==> src/rtl/pwm_multi.sv <==
// Multi-channel PWM generator with a shared edge/center-aligned period counter.
// Period, duty and mode are double-buffered and applied only at period boundaries.
module pwm_multi #(
    parameter int NUM_CH = 4,
    parameter int CNT_W  = 8
) (
    input  logic                    clk,
    input  logic                    rst_n,
    input  logic                    en,
    input  logic [CNT_W-1:0]        period,
    input  logic [NUM_CH*CNT_W-1:0] duty,
    input  logic                    center,
    input  logic [NUM_CH-1:0]       pol,
    input  logic                    load,
    output logic [NUM_CH-1:0]       pwm_out,
    output logic                    cycle_start,
    output logic                    load_ack
);

    typedef enum logic {
        DIR_UP   = 1'b0,
        DIR_DOWN = 1'b1
    } dir_e;

    logic [CNT_W-1:0]        cnt;
    dir_e                    dir;

    logic [CNT_W-1:0]        period_a;
    logic [NUM_CH*CNT_W-1:0] duty_a;
    logic                    center_a;

    logic [CNT_W-1:0]        period_p;
    logic [NUM_CH*CNT_W-1:0] duty_p;
    logic                    center_p;
    logic                    pend_flag;

    logic [CNT_W-1:0]        cnt_nxt;
    dir_e                    dir_nxt;
    logic                    boundary;
    logic                    xfer;
    logic [NUM_CH-1:0]       raw;

    // Next counter value; boundary marks the cycle whose successor is count 0.
    always_comb begin
        cnt_nxt  = '0;
        dir_nxt  = DIR_UP;
        boundary = 1'b0;
        if (period_a == '0) begin
            boundary = 1'b1;
        end else if (!center_a) begin
            if (cnt >= period_a) begin
                boundary = 1'b1;
            end else begin
                cnt_nxt = cnt + CNT_W'(1);
            end
        end else if (dir == DIR_UP) begin
            if (cnt >= period_a) begin
                // A top of 1 turns straight back to 0, which is itself the boundary.
                if (period_a == CNT_W'(1)) begin
                    boundary = 1'b1;
                end else begin
                    cnt_nxt = period_a - CNT_W'(1);
                    dir_nxt = DIR_DOWN;
                end
            end else begin
                cnt_nxt = cnt + CNT_W'(1);
            end
        end else begin
            if (cnt <= CNT_W'(1)) begin
                boundary = 1'b1;
            end else begin
                cnt_nxt = cnt - CNT_W'(1);
                dir_nxt = DIR_DOWN;
            end
        end
    end

    always_comb begin
        raw = '0;
        for (int k = 0; k < NUM_CH; k++) begin
            raw[k] = (cnt < duty_a[k*CNT_W +: CNT_W]);
        end
    end

    // While stopped, pending values need not wait for a period boundary.
    assign xfer = pend_flag && (!en || boundary);

    always_ff @(posedge clk or negedge rst_n) begin
        if (!rst_n) begin
            cnt         <= '0;
            dir         <= DIR_UP;
            period_a    <= '0;
            duty_a      <= '0;
            center_a    <= 1'b0;
            period_p    <= '0;
            duty_p      <= '0;
            center_p    <= 1'b0;
            pend_flag   <= 1'b0;
            pwm_out     <= '0;
            cycle_start <= 1'b0;
            load_ack    <= 1'b0;
        end else begin
            if (en) begin
                cnt <= cnt_nxt;
                dir <= dir_nxt;
            end else begin
                cnt <= '0;
                dir <= DIR_UP;
            end

            load_ack <= xfer;
            if (xfer) begin
                period_a  <= period_p;
                duty_a    <= duty_p;
                center_a  <= center_p;
                pend_flag <= 1'b0;
            end
            // A load landing on a transfer cycle stays pending for the next boundary.
            if (load) begin
                period_p  <= period;
                duty_p    <= duty;
                center_p  <= center;
                pend_flag <= 1'b1;
            end

            pwm_out     <= en ? (raw ^ pol) : pol;
            cycle_start <= en && (cnt == '0);
        end
    end

endmodule

==> config.mk <==
export PLATFORM = sky130hd
export DESIGN_NAME = pwm_multi
export DESIGN_NICKNAME = d
export VERILOG_FILES = /design/src/rtl/pwm_multi.sv
export SDC_FILE = /design/constraint.sdc
export NUM_CORES = 1
export LEC_CHECK = 0
export ABC_AREA = 1
export CORE_MARGIN = 2
export CORE_UTILIZATION = 40
export DETAILED_ROUTE_END_ITERATION = 8
export PLACE_DENSITY_LB_ADDON = 0.2
export SLEW_MARGIN = 15
export SYNTH_ARGS = -nofsm -noshare
export SYNTH_HDL_FRONTEND = slang
export SYNTH_SLANG_ARGS = --single-unit
==> constraint.sdc <==
create_clock -name clk -period 3.4 [get_ports clk]
set_clock_uncertainty 0.15 [all_clocks]
set_input_delay 0.68 -clock clk [delete_from_list [all_inputs] [get_ports clk]]
set_output_delay 0.68 -clock clk [all_outputs]
set_load 0.1 [all_outputs]
### After elaboration in Yosys (flattened, before gate mapping)

Index checks and enable logic that the tools add are counted.

* register bits: 98
* input port bits: 49

* $lt $le $gt $ge: 6
* muxes and demuxes: 25
* reduce and logical (&&, ||, !) cells: 7
* bitwise gates (word level): 1
* $add $sub $neg: 3
* equal/unequal tests: 1

Operator list (number)
* $mux W8: 8
* $lt A8 B8 Y1: 4
* $logic_not A8 Y1: 2
* $mux W1: 16
* $sub A8 B1 Y8 const B: 2
* $add A8 B1 Y8 const B: 1
* $eq A8 B1 Y1 const B: 1
* $ge A8 B8 Y1: 1
* $le A8 B1 Y1 const B: 1
* $mux W4: 1
* $xor A4 B4 Y4: 1
* $logic_and A1 B1 Y1: 2
* $reduce_bool A2 Y1: 1
* $logic_not A1 Y1: 1
* $logic_or A1 B1 Y1: 1

### Longest topological paths before layout

* word-level depth: 10
* gate-level depth with buffers: 15
* gate-level depth less buffers: 14

### Least setup slack after synthesis

No wires, ideal clock.

* kind: flip-flop to flip-flop
* start point: reg cnt[7]
* end point: reg center_a
* setup slack: 1483 ps
* period minus slack after synthesis: 1917 ps
* data required time: 3133 ps
* cell stages (with the launch flop): 10
* arrival time: 1650 ps
* cell sequence: dfrtp_1 ha_1 a21o_1 nor2_1 nand3_1 nand2_1 nand2_4 buf_4 nand3_1 nand2_1

* longest elaborated chain between the ends: 7
* elaborated cells between the ends (all ways): 10

RTL lines
* start, declared: line 25 `logic [CNT_W-1:0] cnt;`
* start signal, assigned: line 104 `cnt <= cnt_nxt;`
* $ge A8 B8 Y1 / $le A8 B1 Y1 (equally long branches): line 51, 57, 69
* $mux W1 (on tied branches): line 57, 69
* $mux W1: line 56 `end else if (dir == DIR_UP) begin`
* $mux W1 (*): line 50 `end else if (!center_a) begin`
* $mux W1 (*): line 48 `if (period_a == '0) begin`
* $logic_or A1 B1 Y1 (*): line 86 `assign xfer = pend_flag && (!en || boundary);`
* $logic_and A1 B1 Y1 (*): line 86
* end signal, assigned: line 115 `center_a <= center_p;`
* end, declared: line 30 `logic center_a;`

Every way passes the cells marked *; elsewhere a longest branch is shown, timed or not.
A chain may end at the register's enable or synchronous reset.

### Worst setup path after layout

* start point: reg cnt[0]
* end point: reg duty_a[20]

* longest elaborated chain between the ends: 7
* elaborated cells between the ends (all ways): 10

RTL lines
* $ge A8 B8 Y1 / $le A8 B1 Y1 (equally long branches): line 51, 57, 69
* $mux W1 (on tied branches): line 57, 69
* $mux W1: line 56
* $mux W1 (*): line 50
* $mux W1 (*): line 48
* $logic_or A1 B1 Y1 (*): line 86
* $logic_and A1 B1 Y1 (*): line 86
* end signal, assigned: line 114 `duty_a <= duty_p;`
* end, declared: line 29 `logic [NUM_CH*CNT_W-1:0] duty_a;`

Marked as above.

==> metrics <==
Post-Syn Instances 718; Vias 4536; cts repair resizes 0; VDD IR max approximately 0.00039 V; setup TNS 0 ns; hold violation count in the final report 0; Worst Hold Class input pin to asynchronous set/reset pin; number of flops mapped to enable cells by yosys 0; DRC 0; Final setup viols 0; Slew Limit Headroom between 50% and 60%; Util after Layout 48.6%; CTS Buf Count 9; routed vias/inst 4.78; sequential element share of the synthesized area 44.5%; Async S/R FF share, synth 100%; # H-tree levels 3; first-pass GRT wire length 22.0 mm; Seq cells post-synth 98; count leader, synth nand2_1; simple-gate share of the synthesized area about a third; Final Slew Violations 0; Data arrival, critical path 2.72 ns; Sink Count 98; Synth cell types 31; fmax about 390 MHz; worst skew pair latency about 0.35 ns; register clock-pin slew on the reported worst setup and hold paths 0.06 ns; GRT Total Usage a little under a fifth; gr ovfl total 0; root buffer cell clkbuf_16; Initial DRC Count 293; maximum fanout along the worst path between 40 and 50; max-cap violation count 0; Post-Route WL approximately 12 mm; Initial Util between 40% and 50%; ys flop type dfrtp_1; vias in the first global route roughly 4700; RePlAce Congestion about 0.9; post-synth top area share roughly 44%; initial antenna violation count 0; crit end category flip-flop; Routed WL per cell between 10 and 15 um; post-synthesis adder-cell area fraction between 9 and 10%; clock period minus worst slack ~2.6 ns; DR pass1 iterations 4; ANT nets after route 0; kind of critical path flip-flop to flip-flop; Hold Buf Count CTS 0; Synth Net Count about 800; PortBufs 54; main combinational cell family by area after synthesis simple AND/OR/NAND/NOR gates; status complete, no violations; RSZ-0062 raised after global routing no; Synth warnings 0; diode count 0; CTS max path bufs 2; fill count about 1400; layout cells sized above 1 roughly 6.5%; area of the multi-input gates ~2600 sq um; Compound-Gate Fraction of Synth Area under 10%; Avg Cell Area, Syn 7.68 sq um; die span in y between 100 and 150 um; Setup Fix Bufs, Post-CTS 0; Synth area leader dfrtp_1; io pins 55; CTS tree done; LEAKAGE 3.51 nW; die area 14700 sq um; largest net degree at the start of global routing ~50; slew at the pin with the worst max-slew slack approximately 0.68 ns; post-synthesis mux area share 0%; Synth Area in XOR/XNOR ~1.3%; top post-synthesis cells by count nand2_1 (316), dfrtp_1 (98), inv_1 (68), nand3_1 (65), ha_1 (43); CP required about 3.5 ns; Netlist Area Pre-Place ~5500 sq um; type of origin of the critical path flip-flop; top cells by area, synth dfrtp_1 (44%), nand2_1 (22%), ha_1 (9.8%); sequential cell area between 2000 and 2500 sq um; fin nets between 800 and 900; Final period util 76.2%; layout overhead on the synthesized area 17.6%; core outline area about 13000 sq um; hpwl dp ~9.0 mm; die width approximately 120 um; FP Rows 42; P per Cell Area roughly 810 nW/um^2
==> placed cells by master, fill, tap and decap left out, drive strengths merged, types with 11 or more instances in the layout <==
cell and n:
o21ai 11, nor2 28, buf 17, clkdlybuf4s50 47, ha 43, inv 72, a21oi 24, clkbuf 14
nand3 66, dfrtp 98, nand2 320
==> metal layers <==
metal  track usage [%]  part of all wire (%)  vias to the layer above
met3              3.67                   5.3                       16
met2              30.0                    46                       99
met4              5.89                   1.8                        0
met5                 0                     0                        -
met1              26.2                    47                     2074
li1                  -                     -                     2347
==> cell type report <==
| type | count | share of cell area (%) |
|---|---|---|
| clock buffer | 14 | 4.23 |
| timing repair buffer | 64 | 9.42 |
| sequential | 98 | 37.8 |
| multi-input combinational | 522 | 40.8 |
| clock inverter | 1 | 0.135 |
| inverter | 73 | 4.23 |
| tap | 176 | 3.40 |
==> cell families (layout without fill, tap and decap cells) <==
logic type | Yosys count | in the layout
xor+xnor | 8 | 8
simple gates | 430 | 430
flops | 98 | 98
compound gates | 41 | 41
buf+inv | 98 | 152
fa+ha+maj | 43 | 43
==> stage by stage <==
step / std cells / worst slack [ns] / power [mW] / cell area [sq um] / hold slack, ns
global route: 948 / 0.540 / 5.80 / 6480 / 0.288
floorplan: 718 / 1.48 / 3.73 / 5510 / 0.234
detailed placement: 933 / 0.798 / 4.31 / 6200 / 0.310
CTS: 948 / 0.793 / 5.31 / 6480 / 0.261
global placement: 933 / 0.862 / 4.23 / 6200 / 0.303
finish: 948 / 0.809 / 5.24 / 6480 / 0.230
==> where the power goes <==
part,internal [mW],switching (mW)
sequential,1.49,0.258
combinational,0.838,1.67
clock,0.554,0.425
==> path summary, 6_finish.rpt <==
path	start	to	slack, ns	cells after the start
setup / recovery	cnt[0]	duty_a[20]	0.81	14
hold / removal	rst_n	period_p[6]	0.23	1
setup reg to reg	cnt[0]	duty_a[20]	0.81	14
hold reg to reg	duty_a[28]	duty_a[28]	0.32	2
max in group asynchronous	rst_n	duty_p[14]	2.17	2
min in group clk	duty_a[28]	duty_a[28]	0.32	2
==> flip-flops by register name, summed over array words and instances, names as in the netlist <==
register     count
center_a         1
center_p         1
cnt              8
cycle_start      1
dir              1
duty_a          32
duty_p          32
load_ack         1
pend_flag        1
period_a         8
period_p         8
pwm_out          4
==> critical path: stages, from the launching register on <==
cell and delay, ns:
dfrtp_1 0.48, inv_1 0.27, ha_1 0.27, inv_1 0.05, nand2_1 0.05, nand2_1 0.05
nand2_1 0.05, nand2_1 0.05, nand2_1 0.07, nand3_1 0.17, nand2_1 0.15, nand2_4 0.10
buf_4 0.35, nand3_1 0.14, nand2_1 0.11
(Power assumes the default switching activity.)
